===== src/rtl/vga_pkg.sv =====
// vga_pkg: shared types and default timing for the VGA display path.
// Provides the 12-bit colour struct, 640x480@60 timing defaults and the
// address software writes to request a frame-buffer swap.
package vga_pkg;

  typedef struct packed {
    logic [3:0] r;
    logic [3:0] g;
    logic [3:0] b;
  } vga_color_t;

  // 640x480@60 timing, pixel clock 25.175 MHz
  localparam int DEF_H_ACTIVE = 640;
  localparam int DEF_H_FP     = 16;
  localparam int DEF_H_SYNC   = 96;
  localparam int DEF_H_BP     = 48;
  localparam int DEF_V_ACTIVE = 480;
  localparam int DEF_V_FP     = 10;
  localparam int DEF_V_SYNC   = 2;
  localparam int DEF_V_BP     = 33;

  // Framebuffer is the screen downscaled by 4 in each axis (160x120)
  localparam int DEF_SCALE_SHIFT = 2;

  // Bus address that toggles which frame buffer is displayed
  localparam logic [31:0] SWAP_ADDR = 32'h1003_0000;

endpackage


===== src/rtl/vga_delay_line.sv =====
// vga_delay_line: fixed-depth shift register used to align raster control
// bits with the frame-memory read latency.
// Ports: i_clk, i_reset_n (async, active-low), d (input word), q (word
// delayed DEPTH clocks; DEPTH = 0 is a combinational passthrough).
module vga_delay_line #(
  parameter int               WIDTH     = 1,
  parameter int               DEPTH     = 1,
  parameter logic [WIDTH-1:0] RESET_VAL = '0
) (
  input  logic             i_clk,
  input  logic             i_reset_n,
  input  logic [WIDTH-1:0] d,
  output logic [WIDTH-1:0] q
);

  generate
    if (DEPTH == 0) begin : g_pass
      // Clock and reset have no function without storage
      logic unused_clk_rst;
      assign unused_clk_rst = i_clk ^ i_reset_n;
      assign q = d;
    end else begin : g_pipe
      logic [WIDTH-1:0] stage [DEPTH];

      always_ff @(posedge i_clk or negedge i_reset_n) begin
        if (!i_reset_n) begin
          for (int i = 0; i < DEPTH; i++) stage[i] <= RESET_VAL;
        end else begin
          stage[0] <= d;
          for (int i = 1; i < DEPTH; i++) stage[i] <= stage[i-1];
        end
      end

      assign q = stage[DEPTH-1];
    end
  endgenerate

endmodule


===== src/rtl/vga_scanout.sv =====
// vga_scanout: raster timing generator and pin driver for the VGA frame memory.
// Ports: i_clk/i_reset_n; o_pxlX/o_pxlY read coordinates (0 outside active
// video); i_color returned RD_LATENCY clocks later; o_r/o_g/o_b/o_hsync/o_vsync
// registered pins, RD_LATENCY+1 clocks behind the counters; o_vblank and
// o_frame_start tell software when a buffer swap will not tear.
module vga_scanout
  import vga_pkg::*;
#(
  parameter int   H_ACTIVE    = DEF_H_ACTIVE,
  parameter int   H_FP        = DEF_H_FP,
  parameter int   H_SYNC      = DEF_H_SYNC,
  parameter int   H_BP        = DEF_H_BP,
  parameter int   V_ACTIVE    = DEF_V_ACTIVE,
  parameter int   V_FP        = DEF_V_FP,
  parameter int   V_SYNC      = DEF_V_SYNC,
  parameter int   V_BP        = DEF_V_BP,
  parameter int   SCALE_SHIFT = DEF_SCALE_SHIFT,
  parameter int   RD_LATENCY  = 1,     // 0..4
  parameter logic SYNC_POL    = 1'b0
) (
  input  logic        i_clk,
  input  logic        i_reset_n,
  input  vga_color_t  i_color,
  output logic [7:0]  o_pxlX,
  output logic [7:0]  o_pxlY,
  output logic        o_hsync,
  output logic        o_vsync,
  output logic [3:0]  o_r,
  output logic [3:0]  o_g,
  output logic [3:0]  o_b,
  output logic        o_vblank,
  output logic        o_frame_start
);

  localparam int H_TOTAL = H_ACTIVE + H_FP + H_SYNC + H_BP;
  localparam int V_TOTAL = V_ACTIVE + V_FP + V_SYNC + V_BP;
  localparam int HW      = $clog2(H_TOTAL);
  localparam int VW      = $clog2(V_TOTAL);

  localparam logic [HW-1:0] H_LAST   = HW'(H_TOTAL - 1);
  localparam logic [HW-1:0] H_ACT    = HW'(H_ACTIVE);
  localparam logic [HW-1:0] HS_START = HW'(H_ACTIVE + H_FP);
  localparam logic [HW-1:0] HS_END   = HW'(H_ACTIVE + H_FP + H_SYNC);
  localparam logic [VW-1:0] V_LAST   = VW'(V_TOTAL - 1);
  localparam logic [VW-1:0] V_ACT    = VW'(V_ACTIVE);
  localparam logic [VW-1:0] VS_START = VW'(V_ACTIVE + V_FP);
  localparam logic [VW-1:0] VS_END   = VW'(V_ACTIVE + V_FP + V_SYNC);

  // Delay-line word: {active, hsync, vsync}; idles as blank with syncs deasserted
  localparam logic [2:0] CTRL_IDLE = {1'b0, ~SYNC_POL, ~SYNC_POL};

  logic [HW-1:0] h_cnt;
  logic [VW-1:0] v_cnt;
  logic          h_wrap;
  logic          v_wrap;
  logic          active;
  logic          hsync_raw;
  logic          vsync_raw;
  logic [2:0]    ctrl_raw;
  logic [2:0]    ctrl_dly;

  assign h_wrap = (h_cnt == H_LAST);
  assign v_wrap = (v_cnt == V_LAST);

  always_ff @(posedge i_clk or negedge i_reset_n) begin
    if (!i_reset_n) begin
      h_cnt <= '0;
      v_cnt <= '0;
    end else begin
      if (h_wrap) begin
        h_cnt <= '0;
        v_cnt <= v_wrap ? '0 : v_cnt + VW'(1);
      end else begin
        h_cnt <= h_cnt + HW'(1);
      end
    end
  end

  always_comb begin
    active    = (h_cnt < H_ACT) && (v_cnt < V_ACT);
    hsync_raw = ((h_cnt >= HS_START) && (h_cnt < HS_END)) ? SYNC_POL : ~SYNC_POL;
    vsync_raw = ((v_cnt >= VS_START) && (v_cnt < VS_END)) ? SYNC_POL : ~SYNC_POL;
    o_vblank  = (v_cnt >= V_ACT);
    o_pxlX    = '0;
    o_pxlY    = '0;
    if (active) begin
      o_pxlX = 8'(h_cnt >> SCALE_SHIFT);
      o_pxlY = 8'(v_cnt >> SCALE_SHIFT);
    end
  end

  assign ctrl_raw = {active, hsync_raw, vsync_raw};

  // Holds the control bits back by the memory read latency so they line up
  // with the colour returned for the same raster position.
  vga_delay_line #(
    .WIDTH     (3),
    .DEPTH     (RD_LATENCY),
    .RESET_VAL (CTRL_IDLE)
  ) u_ctrl_dly (
    .i_clk     (i_clk),
    .i_reset_n (i_reset_n),
    .d         (ctrl_raw),
    .q         (ctrl_dly)
  );

  always_ff @(posedge i_clk or negedge i_reset_n) begin
    if (!i_reset_n) begin
      o_r           <= '0;
      o_g           <= '0;
      o_b           <= '0;
      o_hsync       <= ~SYNC_POL;
      o_vsync       <= ~SYNC_POL;
      o_frame_start <= 1'b0;
    end else begin
      o_r     <= ctrl_dly[2] ? i_color.r : 4'h0;
      o_g     <= ctrl_dly[2] ? i_color.g : 4'h0;
      o_b     <= ctrl_dly[2] ? i_color.b : 4'h0;
      o_hsync <= ctrl_dly[1];
      o_vsync <= ctrl_dly[0];
      // Registered from the wrap condition so the pulse coincides with the
      // counters sitting at (0,0); never fires on the first frame after reset.
      o_frame_start <= h_wrap && v_wrap;
    end
  end

endmodule


===== config.mk =====
export PLATFORM = sky130hd
export DESIGN_NAME = vga_scanout
export DESIGN_NICKNAME = d
export VERILOG_FILES = /design/src/rtl/vga_pkg.sv /design/src/rtl/vga_delay_line.sv /design/src/rtl/vga_scanout.sv
export SDC_FILE = /design/constraint.sdc
export NUM_CORES = 1
export LEC_CHECK = 0
export BUFFER_PORTS_ARGS = -buffer_cell sky130_fd_sc_hd__buf_4
export CAP_MARGIN = 20
export CORE_MARGIN = 4
export CORE_UTILIZATION = 54
export CTS_BUF_LIST = sky130_fd_sc_hd__clkbuf_4 sky130_fd_sc_hd__clkbuf_8
export DETAILED_ROUTE_END_ITERATION = 16
export PLACE_DENSITY = 0.82
export SYNTH_ARGS = -nofsm -noshare
export SYNTH_HDL_FRONTEND = slang
export SYNTH_SLANG_ARGS = --single-unit

===== constraint.sdc =====
create_clock -name i_clk -period 2.6 [get_ports i_clk]
set_clock_uncertainty 0.15 [all_clocks]
set_input_delay 0.13 -clock i_clk [delete_from_list [all_inputs] [get_ports i_clk]]
set_output_delay 0.13 -clock i_clk [all_outputs]
set_load 0.05 [all_outputs]

==> results of run 1 <==
[cell families after synthesis]
kind of cell	Yosys count	share of synthesized area (%)
simple gates	76	26.8
flops	38	55.2
compound gates	19	6.51
buf+inv	11	3.04
xor+xnor	9	4.56
fa+ha+maj	5	3.62
other cells	1	0.217
[timing repair]
| item | in CTS | in global routing |
|---|---|---|
| buffers inserted | 0 | 0 |
| hold endpoints to repair | 50 | 0 |
| hold buffers | 13 | 0 |
[per-layer routing]
metal,share of wire [%],wire length (µm)
met1,41,1700
met2,53,2190
met3,4.9,203
met4,0.99,41
met5,0,0
[cells in the mapped netlist, types with 2 or more instances]
master	n
clkbuf_1	3
nor2b_1	2
nand2_1	4
xor2_1	3
nand3_1	13
nor2_1	7
or3_1	3
inv_1	6
and2_1	24
a21oi_1	2
nand4_1	8
o21ai_1	4
dfstp_2	4
and3_1	4
a31oi_1	2
o21ai_0	5
dfrtp_1	34
xnor2_1	6
ha_1	5
nor3_1	4
[per-stage QoR]
stage / instances / hold WS (ns)
after floorplan: 159 / -0.316
after global placement: 244 / -0.0392
after detailed placement: 244 / -0.0319
after CTS: 265 / 0.120
after global routing: 265 / 0.139
final: 265 / 0.128
[cell type report]
type,instances,share of cell area (%)
Inverter,6,0.964
Sequential cell,38,40.9
Multi-Input combinational cell,110,30.9
Clock inverter,3,2.94
Clock buffer,5,1.61
Tap cell,44,2.36
Timing Repair Buffer,59,20.3
[path summary, 6_finish.rpt]
| check | from | end | slack [ns] | depth (start not counted) |
|---|---|---|---|---|
| max | v_cnt[5] | o_pxlY[3] | 0.31 | 6 |
| min | i_reset_n | o_g[2] | 0.13 | 2 |
| max reg2reg | h_cnt[0] | v_cnt[3] | 0.52 | 5 |
| min reg2reg | u_ctrl_dly.q[0] | o_vsync | 0.21 | 0 |
| max in group asynchronous | i_reset_n | u_ctrl_dly.q[0] | 1.82 | 2 |
| min in group i_clk | u_ctrl_dly.q[0] | o_vsync | 0.21 | 0 |
[sequential cells by signal, indices dropped and copies added (netlist names)]
| signal | flops |
|---|---|
| h_cnt | 10 |
| v_cnt | 10 |
| o_b | 4 |
| o_g | 4 |
| o_r | 4 |
| u_ctrl_dly.q | 3 |
| o_frame_start | 1 |
| o_hsync | 1 |
| o_vsync | 1 |
[power groups by stage]
| stage | sequential (µW) | combinational (µW) | clock, µW |
|---|---|---|---|
| final | 604 | 105 | 505 |
| after global routing | 605 | 111 | 542 |
| after detailed placement | 615 | 86.9 | 0 |
| after floorplan | 649 | 10.6 | 0 |
| after CTS | 604 | 103 | 512 |
| after global placement | 614 | 85.7 | 0 |
==> flow_metrics.env, run 1 <==
export IMPL_final_common_cell="buf_4"
export IMPL_drt_wl_total_mm=4.13
export IMPL_grt_overflow=0
export IMPL_clk_pin_slew_worst_paths_ns=0.12
export IMPL_switching_share_pct=22.3
export IMPL_clockBufferDepth=2
export IMPL_critPathLaunchType="flop"
export IMPL_dieArea_mm2=0.00417
export IMPL_grt_pass1_wl_mm=6.66
export IMPL_finalPower_uw=1210
export IMPL_cts_buffers=5
export IMPL_ir_worst_vdd_mv=0.581
export IMPL_synth_edf_count=0
export IMPL_clkPwrFrac_pct=41.6
export IMPL_grt_pass1_vias=1398
export IMPL_cts_resized=0
export IMPL_critPathKind="reg -> out"
export IMPL_synth_nets=178
export IMPL_cell_internal_pwr_uw=943
export IMPL_path_cells="nand4_1 > nand2b_1 > nor2_1 > buf_4 > and2_1 > buf_4"
export IMPL_yosysWarnings=0
export IMPL_fin_ws_ns=0.311
export IMPL_antenna_diode_count=0
export IMPL_crit_path_top_delay_cell="dfrtp_1"
export IMPL_via_per_inst=5.27
export IMPL_min_period_ns=2.29
export IMPL_met1_usage_pct=23.8
export IMPL_drive_gt1_share_pct=27.6
export IMPL_hold_violations=0
export IMPL_ys_types=36
export IMPL_cp_top_family="simple AND/OR/NAND/NOR gates"
export IMPL_drc=0
export IMPL_synth_top_cell_by_area="dfrtp_1"
export IMPL_fmax_mhz=437
export IMPL_fin_nets=239
export IMPL_combPwrFrac_pct=8.6
export IMPL_yosysSeqAreaShare_pct=55.2
export IMPL_slew_violations=0
export IMPL_portBuffers=44
export IMPL_critPathMaxFanout=9
export IMPL_netlist_area_mm2=0.00173
export IMPL_status="finished clean"
export IMPL_grt_setup_unrepaired="false"
export IMPL_met2_usage_pct=39.3
export IMPL_final_cell_mix="buf_4, dfrtp_1, and2_1"
export IMPL_ant_nets=0
export IMPL_cts_tree="done"
export IMPL_arrival_ns=2.01
export IMPL_grt_max_degree=39
export IMPL_pwr_density_cell_mw_per_mm2=519
export IMPL_setup_viol=0
export IMPL_p_seq_share_pct=49.8
export IMPL_insertion_delay_ns=0.34
export IMPL_areaGrowthSynthToFinish_pct=35.1
export IMPL_p_leak_uw=0.00108
export IMPL_regArea_um2=956
export IMPL_cts_num_sinks=38
export IMPL_die_width_um=64.6
export IMPL_finalSetupTns_ns=0
export IMPL_fp_dieH_um=64.6
export IMPL_end_kind="output pin"
export IMPL_fin_util_pct=76.6
export IMPL_cap_violations=0
export IMPL_synthTopCellsByArea="dfrtp_1, and2_1, dfstp_2"
export IMPL_hp_class="in -> async"
export IMPL_yosysTopAreaCellShare_pct=49.2
export IMPL_path_buf_inv=2
export IMPL_worstPathRequired_ns=2.32
export IMPL_cts_root_buffer="clkbuf_4"
export IMPL_fp_coreArea_mm2=0.00305
export IMPL_wire_per_inst_um=15.6
export IMPL_globalplace_congestion=0.849
export IMPL_place_ws_ns=0.573
export IMPL_dp_hpwl_mm=2.62
export IMPL_htree_levels=2
export IMPL_grt_usage_pct=21.2
export IMPL_start_util_pct=56.7
export IMPL_antenna_found_initial=0
export IMPL_synth_seq_cells=38
export IMPL_grt_util_met3_pct=5.55
export IMPL_vias=1396
export IMPL_synth_top_flop_cell="dfrtp_1"
export IMPL_grt_busiest_layer="met2"
export IMPL_placed_area_mm2=0.00210
export IMPL_n_fill_cell=203
export IMPL_cpMostUsedCell="buf_4"
export IMPL_power_switching_uw=271
export IMPL_final_cell_area_mm2=0.00234
export IMPL_async_flop_share_pct=100
export IMPL_slowest_delay_ns=0.47
export IMPL_io_pins=46
export IMPL_first_iter_violations=30
export IMPL_multi_input_area_um2=722
export IMPL_row_count=20
export IMPL_syn_avg_cell_area_um2=10.9
export IMPL_firstDrtPassIters=4
export IMPL_fin_crit_sh_pct=88.1
export IMPL_synthCells=159
Note: power is estimated with default switching activity, not from simulation.
==> inputs of run 2 (changes only) <==
clock period = 2.46 ns   (was 2.6 ns; I/O delays follow)
==> flow_metrics.env, run 2 (same netlist as run 1, synthesis figures left out) <==
export IMPL_status="finished clean"
export IMPL_placed_cells=244
export IMPL_setup_viol=0
export IMPL_end_kind="output pin"
export IMPL_r2r_slack_ns=0.36
export IMPL_cell_internal_pwr_uw=816
export IMPL_clockBufferDepth=2
export IMPL_crit_path_top_delay_cell="dfrtp_1"
export IMPL_portBuffers=44
export IMPL_path_cells="nand4_1 > nand2b_1 > nor2_2 > buf_4 > and2_1 > buf_4"
export IMPL_fmax_mhz=444
export IMPL_p_seq_share_pct=58.3
export IMPL_fp_coreArea_mm2=0.00305
export IMPL_finalPower_uw=1090
export IMPL_grt_max_degree=39
export IMPL_grt_setup_unrepaired="false"
export IMPL_holdWs_ns=0.123
export IMPL_critPathKind="reg -> out"
export IMPL_cts_tree="done"
export IMPL_first_iter_violations=47
export IMPL_dieArea_mm2=0.00417
export IMPL_fp_dieH_um=64.6
export IMPL_final_common_cell="buf_4"
export IMPL_finalSetupTns_ns=0
export IMPL_insertion_delay_ns=0.34
export IMPL_drive_gt1_share_pct=28.5
export IMPL_multi_input_area_um2=729
export IMPL_critPathMaxFanout=9
export IMPL_worstReg2RegStart="h_cnt[0]"
export IMPL_power_switching_uw=277
export IMPL_final_cell_mix="buf_4, dfrtp_1, and2_1"
export IMPL_slew_violations=0
export IMPL_via_per_inst=5.26
export IMPL_ant_nets=0
export IMPL_pwr_density_cell_mw_per_mm2=475
export IMPL_path_buf_inv=2
export IMPL_die_width_um=64.6
export IMPL_critPathLaunch="v_cnt[6]"
export IMPL_cts_num_sinks=38
export IMPL_instances_no_fill=265
export IMPL_r2r_end="v_cnt[3]"
export IMPL_areaGrowthSynthToFinish_pct=33.0
export IMPL_htree_levels=2
export IMPL_p_leak_uw=0.00107
export IMPL_antenna_diode_count=0
export IMPL_cap_violations=0
export IMPL_n_fill_cell=217
export IMPL_fin_crit_sh_pct=91.6
export IMPL_worstPathRequired_ns=2.19
export IMPL_cts_buffers=5
export IMPL_hold_violations=0
export IMPL_start_util_pct=56.7
export IMPL_clkPwrFrac_pct=31.7
export IMPL_fin_nets=239
export IMPL_row_count=20
export IMPL_grt_pass1_wl_mm=6.63
export IMPL_grt_usage_pct=20.9
export IMPL_drc=0
export IMPL_cts_root_buffer="clkbuf_4"
export IMPL_place_ws_ns=0.390
export IMPL_crit_end="o_pxlY[3]"
export IMPL_antenna_found_initial=0
export IMPL_ir_worst_vdd_mv=0.314
export IMPL_reg2reg_depth=5
export IMPL_grt_overflow=0
export IMPL_fin_ws_ns=0.208
export IMPL_wire_per_inst_um=15.2
export IMPL_globalplace_congestion=0.862
export IMPL_io_pins=46
export IMPL_critPathLaunchType="flop"
export IMPL_regArea_um2=956
export IMPL_firstDrtPassIters=4
export IMPL_grt_pass1_vias=1407
export IMPL_arrival_ns=1.98
export IMPL_drt_wl_total_mm=4.03
export IMPL_slowest_delay_ns=0.46
export IMPL_cp_top_family="simple AND/OR/NAND/NOR gates"
export IMPL_switching_share_pct=25.4
export IMPL_hp_class="in -> async"
export IMPL_top_regs="h_cnt: 10 flops, v_cnt: 10 flops"
export IMPL_combPwrFrac_pct=10.1
export IMPL_clk_pin_slew_worst_paths_ns=0.12
export IMPL_min_period_ns=2.25
export IMPL_dp_hpwl_mm=2.54
export IMPL_cpMostUsedCell="buf_4"
export IMPL_vias=1395
export IMPL_cp_depth=6
-- run 2: cell types whose count changed in the layout (fill, tap and decap cells not counted) --
cell,before,now
clkinv_4,1,0
nor2_2,0,1
clkbuf_8,0,1
nor3b_1,1,0
nor2_1,7,6
clkinvlp_4,0,1
nor3b_2,0,1
bufinv_16,2,0
clkinv_2,0,1
-- run 2: metrics by stage --
stage	area, µm²	util [%]
after CTS	2300	75.3
final	2300	75.4
after global placement	2110	69.0
after global routing	2300	75.4
after detailed placement	2110	69.0
after floorplan	1740	-
-- run 2: worst min-delay path by stage --
stage                     to      start  cells past startpoint
floorplan           h_cnt[0]  i_reset_n                      0
global placement      o_b[0]  i_reset_n                      1
detailed placement  v_cnt[4]  i_reset_n                      1
CTS                 h_cnt[6]  i_reset_n                      2
global route          o_b[1]  i_reset_n                      2
finish              h_cnt[6]  i_reset_n                      2
-- run 2: power groups by stage --
stage	clock (µW)	sequential, µW	combinational, µW
after floorplan	0	686	11.2
after global placement	0	649	90.5
after detailed placement	0	649	91.8
after CTS	352	637	109
after global routing	380	639	116
final	346	638	110
-- run 2: cell type report --
class	instances	area share [%]
clock inverter	2	0.543
sequential	38	41.5
multi-input combinational	110	31.7
timing repair buffer	59	20.7
tap	44	2.39
clock buffer	6	2.23
inverter	6	0.978
-- run 2: timing repair --
item / in CTS / in global routing
endpoints found under the hold margin: 50 / 0
endpoints found under the setup margin: 0 / 2
gates resized for setup: 0 / 1
buffers inserted: 0 / 0
hold buffers: 13 / 0
-- run 2: per-layer routing --
metal  global-route usage, %  wire (µm)  vias up  share of wire [%]
met1                    25.0       1700      680                 42
met2                    36.3       2050       39                 51
met3                    4.68        189        9                4.7
met5                       0          0        -                  0
met4                    8.18         89        0                2.2
li1                        -          -      667                  -
-- run 2: worst reg2reg max path, cell delays in order, from the launching register on --
cell	delay [ns]
dfrtp_1	0.44
ha_1	0.23
nand4_1	0.29
or4b_4	0.65
o21ai_1	0.16
o21ai_1	0.08
